### src/rtl/uart_word_tx_if.sv
// ---------------------------------------------------------------------------
// uart_word_tx_if
// Word handshake between the FPU result stage (master) and the serializer
// (slave).
//   tx_valid : master -> slave, a word is offered on tx_data
//   tx_data  : master -> slave, 32-bit word, sampled only on acceptance
//   tx_ready : slave -> master, serializer can take a word this cycle
// ---------------------------------------------------------------------------
interface uart_word_tx_if;
  logic        tx_valid;
  logic [31:0] tx_data;
  logic        tx_ready;

  modport master (output tx_valid, output tx_data, input tx_ready);
  modport slave  (input tx_valid, input tx_data, output tx_ready);
endinterface

### src/rtl/uart_word_tx.sv
// ---------------------------------------------------------------------------
// uart_word_tx
// Serializes one 32-bit word as four back-to-back UART frames, byte 0 (LSB)
// first and bits LSB first within each byte. Frames are 8N1 by default.
//
// Optional feature: define UART_WORD_TX_PARITY_EN to insert an even-parity
// bit between the data bits and the stop bit (8E1, 11-bit frames).
//
// Ports:
//   clk       : clock, all state changes on the rising edge
//   reset     : asynchronous active-low reset
//   bus       : slave side of uart_word_tx_if (tx_valid/tx_data/tx_ready)
//   tx_out    : serial line, idle high, driven straight from a register
//   tx_led    : high while a word is being sent
//   byte_done : one-cycle pulse when each byte's stop bit ends
//   word_done : one-cycle pulse when the last byte's stop bit ends
//
// Parameters:
//   CLKS_PER_BIT : clock cycles per UART bit (>= 2)
//   NUM_BYTES    : bytes per word, fixed at 4 for the 32-bit word
// ---------------------------------------------------------------------------
module uart_word_tx #(
  parameter int CLKS_PER_BIT = 10416,
  parameter int NUM_BYTES    = 4
) (
  input  logic          clk,
  input  logic          reset,
  uart_word_tx_if.slave bus,
  output logic          tx_out,
  output logic          tx_led,
  output logic          byte_done,
  output logic          word_done
);

  localparam int BAUD_W = $clog2(CLKS_PER_BIT);
  localparam int BYTE_W = $clog2(NUM_BYTES);

  localparam logic [BAUD_W-1:0] BAUD_LAST = BAUD_W'(CLKS_PER_BIT - 1);
  localparam logic [BYTE_W-1:0] BYTE_LAST = BYTE_W'(NUM_BYTES - 1);

  typedef enum logic [2:0] {
    S_IDLE   = 3'd0,
    S_START  = 3'd1,
    S_DATA   = 3'd2,
`ifdef UART_WORD_TX_PARITY_EN
    S_PARITY = 3'd4,
`endif
    S_STOP   = 3'd3
  } state_t;

  state_t            state_q;
  logic [BAUD_W-1:0] baud_q;
  logic [2:0]        bit_q;
  logic [BYTE_W-1:0] byte_q;
  logic [31:0]       shift_q;
  logic              tx_out_q;
  logic              ready_q;
  logic              led_q;
  logic              byte_done_q;
  logic              word_done_q;
`ifdef UART_WORD_TX_PARITY_EN
  logic              parity_q;
`endif

  // Last cycle of the current bit cell.
  logic bit_end;
  assign bit_end = (baud_q == BAUD_LAST);

  always_ff @(posedge clk or negedge reset) begin
    if (!reset) begin
      state_q     <= S_IDLE;
      baud_q      <= '0;
      bit_q       <= '0;
      byte_q      <= '0;
      shift_q     <= '0;
      tx_out_q    <= 1'b1;
      ready_q     <= 1'b1;
      led_q       <= 1'b0;
      byte_done_q <= 1'b0;
      word_done_q <= 1'b0;
`ifdef UART_WORD_TX_PARITY_EN
      parity_q    <= 1'b0;
`endif
    end else begin
      // Completion flags are single-cycle pulses.
      byte_done_q <= 1'b0;
      word_done_q <= 1'b0;

      case (state_q)
        S_IDLE: begin
          if (bus.tx_valid && ready_q) begin
            shift_q  <= bus.tx_data;
            byte_q   <= '0;
            bit_q    <= '0;
            baud_q   <= '0;
            tx_out_q <= 1'b0;          // start bit begins on the acceptance edge
            ready_q  <= 1'b0;
            led_q    <= 1'b1;
            state_q  <= S_START;
          end
        end

        S_START: begin
          if (bit_end) begin
            baud_q   <= '0;
            bit_q    <= '0;
            tx_out_q <= shift_q[0];
`ifdef UART_WORD_TX_PARITY_EN
            parity_q <= ^shift_q[7:0];  // byte about to go out sits in the low bits
`endif
            state_q  <= S_DATA;
          end else begin
            baud_q <= baud_q + BAUD_W'(1);
          end
        end

        S_DATA: begin
          if (bit_end) begin
            baud_q  <= '0;
            // Shifting on the last bit as well leaves the next byte in [7:0].
            shift_q <= shift_q >> 1;
            if (bit_q == 3'd7) begin
`ifdef UART_WORD_TX_PARITY_EN
              tx_out_q <= parity_q;
              state_q  <= S_PARITY;
`else
              tx_out_q <= 1'b1;
              state_q  <= S_STOP;
`endif
            end else begin
              bit_q    <= bit_q + 3'd1;
              tx_out_q <= shift_q[1];
            end
          end else begin
            baud_q <= baud_q + BAUD_W'(1);
          end
        end

`ifdef UART_WORD_TX_PARITY_EN
        S_PARITY: begin
          if (bit_end) begin
            baud_q   <= '0;
            tx_out_q <= 1'b1;
            state_q  <= S_STOP;
          end else begin
            baud_q <= baud_q + BAUD_W'(1);
          end
        end
`endif

        S_STOP: begin
          if (bit_end) begin
            baud_q      <= '0;
            byte_done_q <= 1'b1;
            if (byte_q == BYTE_LAST) begin
              word_done_q <= 1'b1;
              ready_q     <= 1'b1;
              led_q       <= 1'b0;
              state_q     <= S_IDLE;       // line stays high
            end else begin
              byte_q   <= byte_q + BYTE_W'(1);
              tx_out_q <= 1'b0;
              state_q  <= S_START;
            end
          end else begin
            baud_q <= baud_q + BAUD_W'(1);
          end
        end

        default: begin
          state_q  <= S_IDLE;
          tx_out_q <= 1'b1;
          ready_q  <= 1'b1;
          led_q    <= 1'b0;
        end
      endcase
    end
  end

  assign bus.tx_ready = ready_q;
  assign tx_out       = tx_out_q;
  assign tx_led       = led_q;
  assign byte_done    = byte_done_q;
  assign word_done    = word_done_q;

endmodule

### src/flat_wrapper.sv
// flat-port wrapper written by rule: the top's interface ports become plain ports
module uart_word_tx_flat 
#(
  parameter int CLKS_PER_BIT = 10416,
  parameter int NUM_BYTES    = 4
)
  (clk, reset, tx_out, tx_led, byte_done, word_done, bus_tx_valid, bus_tx_data, bus_tx_ready);
  uart_word_tx_if bus_i ();
  input  logic clk;
  input  logic reset;
  output logic tx_out;
  output logic tx_led;
  output logic byte_done;
  output logic word_done;
  input wire logic [$bits(bus_i.tx_valid)-1:0] bus_tx_valid;
  input wire logic [$bits(bus_i.tx_data)-1:0] bus_tx_data;
  output wire logic [$bits(bus_i.tx_ready)-1:0] bus_tx_ready;
  assign bus_i.tx_valid = bus_tx_valid;
  assign bus_i.tx_data = bus_tx_data;
  assign bus_tx_ready = bus_i.tx_ready;
  uart_word_tx #(.CLKS_PER_BIT(CLKS_PER_BIT), .NUM_BYTES(NUM_BYTES)) u_core (.clk(clk), .reset(reset), .bus(bus_i), .tx_out(tx_out), .tx_led(tx_led), .byte_done(byte_done), .word_done(word_done));
endmodule
### config.mk
export PLATFORM = sky130hd
export DESIGN_NAME = uart_word_tx_flat
export DESIGN_NICKNAME = d
export VERILOG_FILES = /design/src/rtl/uart_word_tx_if.sv /design/src/rtl/uart_word_tx.sv /design/src/flat_wrapper.sv
export SDC_FILE = /design/constraint.sdc
export NUM_CORES = 1
export LEC_CHECK = 0
export BUFFER_PORTS_ARGS = -buffer_cell sky130_fd_sc_hd__clkbuf_2
export CAP_MARGIN = 10
export CORE_ASPECT_RATIO = 0.8
export CORE_MARGIN = 1.5
export CORE_UTILIZATION = 64
export CTS_BUF_LIST = sky130_fd_sc_hd__clkbuf_4
export CTS_CLUSTER_DIAMETER = 120
export DETAILED_ROUTE_END_ITERATION = 8
export GPL_ROUTABILITY_DRIVEN = 0
export GPL_TIMING_DRIVEN = 0
export PLACE_DENSITY = 0.89
export SLEW_MARGIN = 20
export SYNTH_ARGS = -nofsm -noshare
export SYNTH_HDL_FRONTEND = slang
export SYNTH_SLANG_ARGS = --single-unit
### constraint.sdc
create_clock -name clk -period 3.75 [get_ports clk]
set_input_delay 0.375 -clock clk [delete_from_list [all_inputs] [get_ports clk]]
set_output_delay 0.375 -clock clk [all_outputs]
set_load 0.005 [all_outputs]
## Word-level counts from Yosys, hierarchy flattened

Index checks and enable logic that the tools add are counted.

| word-level totals | value |
|---|---|
| register bits | 59 |
| input bits | 35 |

| cells by class | value |
|---|---|
| add/sub/neg operators | 3 |
| equal/unequal tests | 14 |
| multiplexer cells | 41 |
| bitwise operators | 1 |
| reduce and logical (&&, ||, !) cells | 15 |

Operators with widths:

| operator | count |
|---|---|
| $mux 32 | 2 |
| $pmux 32 s2 | 1 |
| $mux 14 | 2 |
| $pmux 14 s2 | 1 |
| $mux 3 | 9 |
| $mux 1 | 17 |
| $reduce_and 5->1 | 3 |
| $add 14x1->14 const B | 1 |
| $eq 14x14->1 const B | 1 |
| $ne 2x1->1 const B | 6 |
| $pmux 3 s4 | 1 |
| $pmux 3 s3 | 1 |
| $reduce_and 4->1 | 2 |
| $eq 3x2->1 const B | 2 |
| $mux 2 | 3 |
| $pmux 1 s3 | 2 |
| $reduce_bool 2->1 | 3 |
| $ne 2x2->1 const B | 2 |
| $pmux 1 s4 | 1 |
| $pmux 2 s2 | 1 |
| $add 3x1->3 const B | 1 |
| $eq 3x1->1 const B | 1 |
| $eq 3x3->1 const B | 1 |
| $logic_not 3->1 | 1 |
| 9 further kinds | 9 |

## Longest topological paths before layout

| depth | value |
|---|---|
| depth after elaboration | 4 |
| mapped depth | 8 |
| mapped depth without buffers | 6 |

## Worst setup path before layout

No wires, ideal clock.

| timing | value |
|---|---|
| path type | reg2reg |
| start point | register u_core.state_q[0] |
| end point | register u_core.state_q[1] |
| library setup time | 0.125 ns |
| arrival time | 1.773 ns |
| required time | 3.625 ns |
| setup slack | 1.852 ns |
| stages on the path, launching flop included | 7 |
| path buffers | 1 |
| period minus slack after synthesis | 1.898 ns |
| cells stage by stage | dfrtp_1 inv_1 ha_1 clkbuf_1 a21boi_1 a221o_1 mux2_4 |

| between the ends | value |
|---|---|
| word-level cells in the longest chain between the ends | 3 |
| elaborated cells between the ends (all ways) | 11 |
| classes of those cells | eq/ne: 8; mux: 1; reduce/logical: 2 |

RTL lines:

| item | RTL line | source |
|---|---|---|
| from (decl) | uart_word_tx.sv:51 | `state_t state_q;` |
| from (signal assigned) | uart_word_tx.sv:71 | `state_q <= S_IDLE;` |
| from (signal assigned) | uart_word_tx.sv:99 | `state_q <= S_START;` |
| from (signal assigned) | uart_word_tx.sv:111 | `state_q <= S_DATA;` |
| $eq 3x2->1 (tied with other cells) | uart_word_tx.sv:89 | `case (state_q)` |
| $ne 2x1->1 (no line) | - |  |
| $reduce_and 5->1 (no line) | - |  |

Several ways; a longest one is shown, not always the timed one.
A chain may end at the register's enable or synchronous reset.

## Worst setup path in the final report

| timing | value |
|---|---|
| start point | register u_core.state_q[1] |
| end point | register u_core.shift_q[2] |

| between the ends | value |
|---|---|
| word-level cells in the longest chain between the ends | 3 |
| elaborated cells between the ends (all ways) | 7 |
| classes of those cells | eq/ne: 3; mux: 1; reduce/logical: 3 |

RTL lines:

| item | RTL line | source |
|---|---|---|
| $eq 3x2->1 / $logic_not 3->1 (equally long branches) | uart_word_tx.sv:89 |  |
| $ne 2x1->1 (no line) / $reduce_bool 2->1 (equally long branches) | - |  |
| $reduce_and 3->1 (no line) | - |  |
| to (signal assigned) | uart_word_tx.sv:92 | `shift_q <= bus.tx_data;` |
| to (signal assigned) | uart_word_tx.sv:121 | `shift_q <= shift_q >> 1;` |
| to (decl) | uart_word_tx.sv:55 | `logic [31:0] shift_q;` |

Several ways; a longest one is shown, not always the timed one.

==> metrics <==
run status complete, no violations; Synth Instances 280; critical path type register to register; CTS tree done; Worst Skew approximately 16 ps; Seq/Total Area, Yosys between 40% and 50%; clk_lat worst skew approximately 400 ps; cell count of the worst reg-to-reg path 7; max-slew violations 0; setup TNS 0 ps; post-route clock period utilization about three fifths; routed wire length between 6 and 7 mm; Core Region roughly 4600 µm²; post-synthesis adder-cell area fraction under 10%; Syn Std Cell Area between 3000 and 4000 µm²; Post-CTS Setup Inserts 0; CP Launch Type register; global-route wire length before repair approximately 11 mm; Leakage 1.60 nW; compound-cell area share of the yosys netlist 19.8%; warnings from Yosys 0; Worst EP required 4050 ps; DIE AREA approximately 5300 µm²; io pins 40; pin count of the biggest net entering global routing 43; vias in the first global route between 2000 and 2500; mux contribution to synthesized area roughly 1.9%; Crit path arrival time approximately 2600 ps; overall power 0.00116 W; Max rail drop VDD 194 µV; hold endpoint u_core.shift_q[7]$_DFFE_PN0P_; setup ws final approximately 1400 ps; Post-Synth XOR/XNOR Area 2.25%; crit path max fanout 10; ANT nets after route 0; clk buf depth 2; Syn-to-layout area delta 14.8%; chip width roughly 81 µm; Via Count roughly 2500; post-synth cell types 59; Tot GR Track Use 27.7%; top area cells in the synthesized netlist dfrtp_1 45%, o221a_2 11%, or2_2 6.2%; port bufs 39; post-placement cell count between 300 and 400; worst min path class input port to register; clock-pin slew on the worst setup and hold paths roughly 100 ps; fin crit period 2320 ps; endpoints failing hold 0; HPWL after DPL roughly 4.5 mm; Simple-Gate Fraction of Synth Area 21.3%; CTS buffer count 9; DR pass1 iterations 4; antenna violations before repair 0; num rows 22; RSZ-0062 raised after global routing no; final setup violation count 0; Max H-tree Level 3; routed vias/inst between 6 and 7; FF-to-FF setup slack roughly 1400 ps; worst r2r src u_core.state_q[1]$_DFFE_PN0P_; Clock Sinks between 50 and 60; non-filler cells, final about 400; DR WL/cell 16.3 µm; HP Start bus_tx_data[7]; Slew headroom approximately three fifths; syn_nets about 320; most common cell after layout, fill and taps aside dfrtp_1; number of synthesized flops with an enable pin 0; ys async rst share 100%; Final #Nets approximately 380; Synth top area share between 40% and 50%; share of cells above drive strength 1 approximately 42%; PwrDens 326 nW/µm²; max-cap viol count 0; Congestion Overflow GR 0; fmax 0.430 GHz; most frequent cells in the layout 56 x dfrtp_1, 38 x clkbuf_2, 31 x or2_2; Critical Path Sink Type register; pre-CTS setup slack about 1500 ps; Hold Path Depth 3; syn_area_per_cell approximately 11 µm²; area leader, netlist dfrtp_1; worst slew pin tran 571 ps; Ant. Diodes 0; initial drt markers roughly 140; drt drc 0; Root Driver clkbuf_4; reg2reg end u_core.shift_q[2]$_DFFE_PN0P_; largest family of logic cells by synthesized area simple AND/OR/NAND/NOR gates; FF+latch count, synth 58; die height roughly 65 µm; Starting Density 67.2%; prevailing post-synth register cell dfrtp_1
[registers in the layout, summed over array words and instances (netlist names)]
| register | count |
|---|---|
| u_core.tx_out | 1 |
| u_core.shift_q | 32 |
| u_core.baud_q | 14 |
| u_core.byte_q | 2 |
| u_core.state_q | 2 |
| u_core.byte_done | 1 |
| u_core.bit_q | 3 |
| u_core.word_done | 1 |
| u_core.bus.tx_ready | 1 |
| u_core.tx_led | 1 |
[layout make-up]
type / count / area [µm²]
Sequential cell: 58 / 1450
Inverter: 10 / 37.5
Clock inverter: 6 / 81.3
Multi-Input combinational cell: 198 / 1520
Tap cell: 60 / 75.1
Buffer: 14 / 97.6
Timing Repair Buffer: 41 / 228
Fill cell: 305 / 1060
Clock buffer: 10 / 75.1
[logic make-up after synthesis]
kind of cell | after synthesis
xor gates and xnor gates | 8
and+or+nand+nor | 107
AOI/OAI and AO/OA | 69
DFF | 58
adders and majority gates | 9
buffers and inverters | 24
muxes | 5
[how the worst max path moves through the flow]
stage                                  startpoint                             to  depth (start not counted)
finish              u_core.state_q[1]$_DFFE_PN0P_  u_core.shift_q[2]$_DFFE_PN0P_                          7
detailed placement  u_core.state_q[1]$_DFFE_PN0P_  u_core.shift_q[2]$_DFFE_PN0P_                          7
global placement    u_core.state_q[0]$_DFFE_PN0P_  u_core.state_q[1]$_DFFE_PN0P_                          6
global route        u_core.state_q[1]$_DFFE_PN0P_   u_core.baud_q[5]$_DFFE_PN0P_                          7
CTS                 u_core.state_q[1]$_DFFE_PN0P_  u_core.shift_q[2]$_DFFE_PN0P_                          7
floorplan           u_core.state_q[0]$_DFFE_PN0P_  u_core.state_q[1]$_DFFE_PN0P_                          6
[where the power goes]
part	switching (W)	internal, W	total, W
registers	0	0.000625	0.000625
clock network	0.000230	0.000273	0.000503
logic	0.0000179	0.0000156	0.0000334
[cells in the mapped netlist (2+ instances only)]
cell type,number
nor2b_1,2
a21oi_1,7
nand2_1,27
mux2_2,2
xnor2_1,5
o41ai_1,2
mux2i_1,2
nand4b_1,2
o31a_1,4
nor2_1,11
dfrtp_1,56
nor4_1,7
buf_2,2
buf_4,4
nor4b_1,2
xor2_1,3
o21ai_0,8
inv_1,10
or2_2,31
o221a_2,30
dfstp_2,2
nand3_1,4
clkbuf_1,5
ha_1,9
o211ai_1,3
clkbuf_8,2
nand4_1,6
[routing by layer]
| layer | up-vias | track usage (%) | wire length [µm] |
|---|---|---|---|
| li1 | 1168 | - | - |
| met1 | 1193 | 39.5 | 3060 |
| met2 | 96 | 40.0 | 2920 |
| met3 | 8 | 8.33 | 412 |
| met4 | 0 | 10.3 | 82 |
| met5 | - | 0 | 0 |
[through the flow]
step / utilization [%] / cell area, µm² / hold WS, ps
2_1_floorplan: - / 3110 / 79.4
3_3_place_gp: 73.1 / 3380 / 511
3_5_place_dp: 73.5 / 3400 / 289
4_1_cts: 77.1 / 3570 / 288
5_1_grt: 77.1 / 3570 / 293
6_report: 77.1 / 3570 / 313
[critical path, cell delays in order, from the launching register on]
cell	delay, ps
dfrtp_1	440
inv_1	130
ha_1	160
clkbuf_1	360
nand4b_1	380
clkbuf_1	290
or2_2	340
o221a_2	130
[what timing repair did]
action / CTS / global route
endpoints found under the hold margin: 16 / 0
hold buffers: 1 / 0
gates resized for setup: 0 / 0
setup endpoints to repair: 0 / 0
No activity file was read; power rests on OpenSTA's default activity.
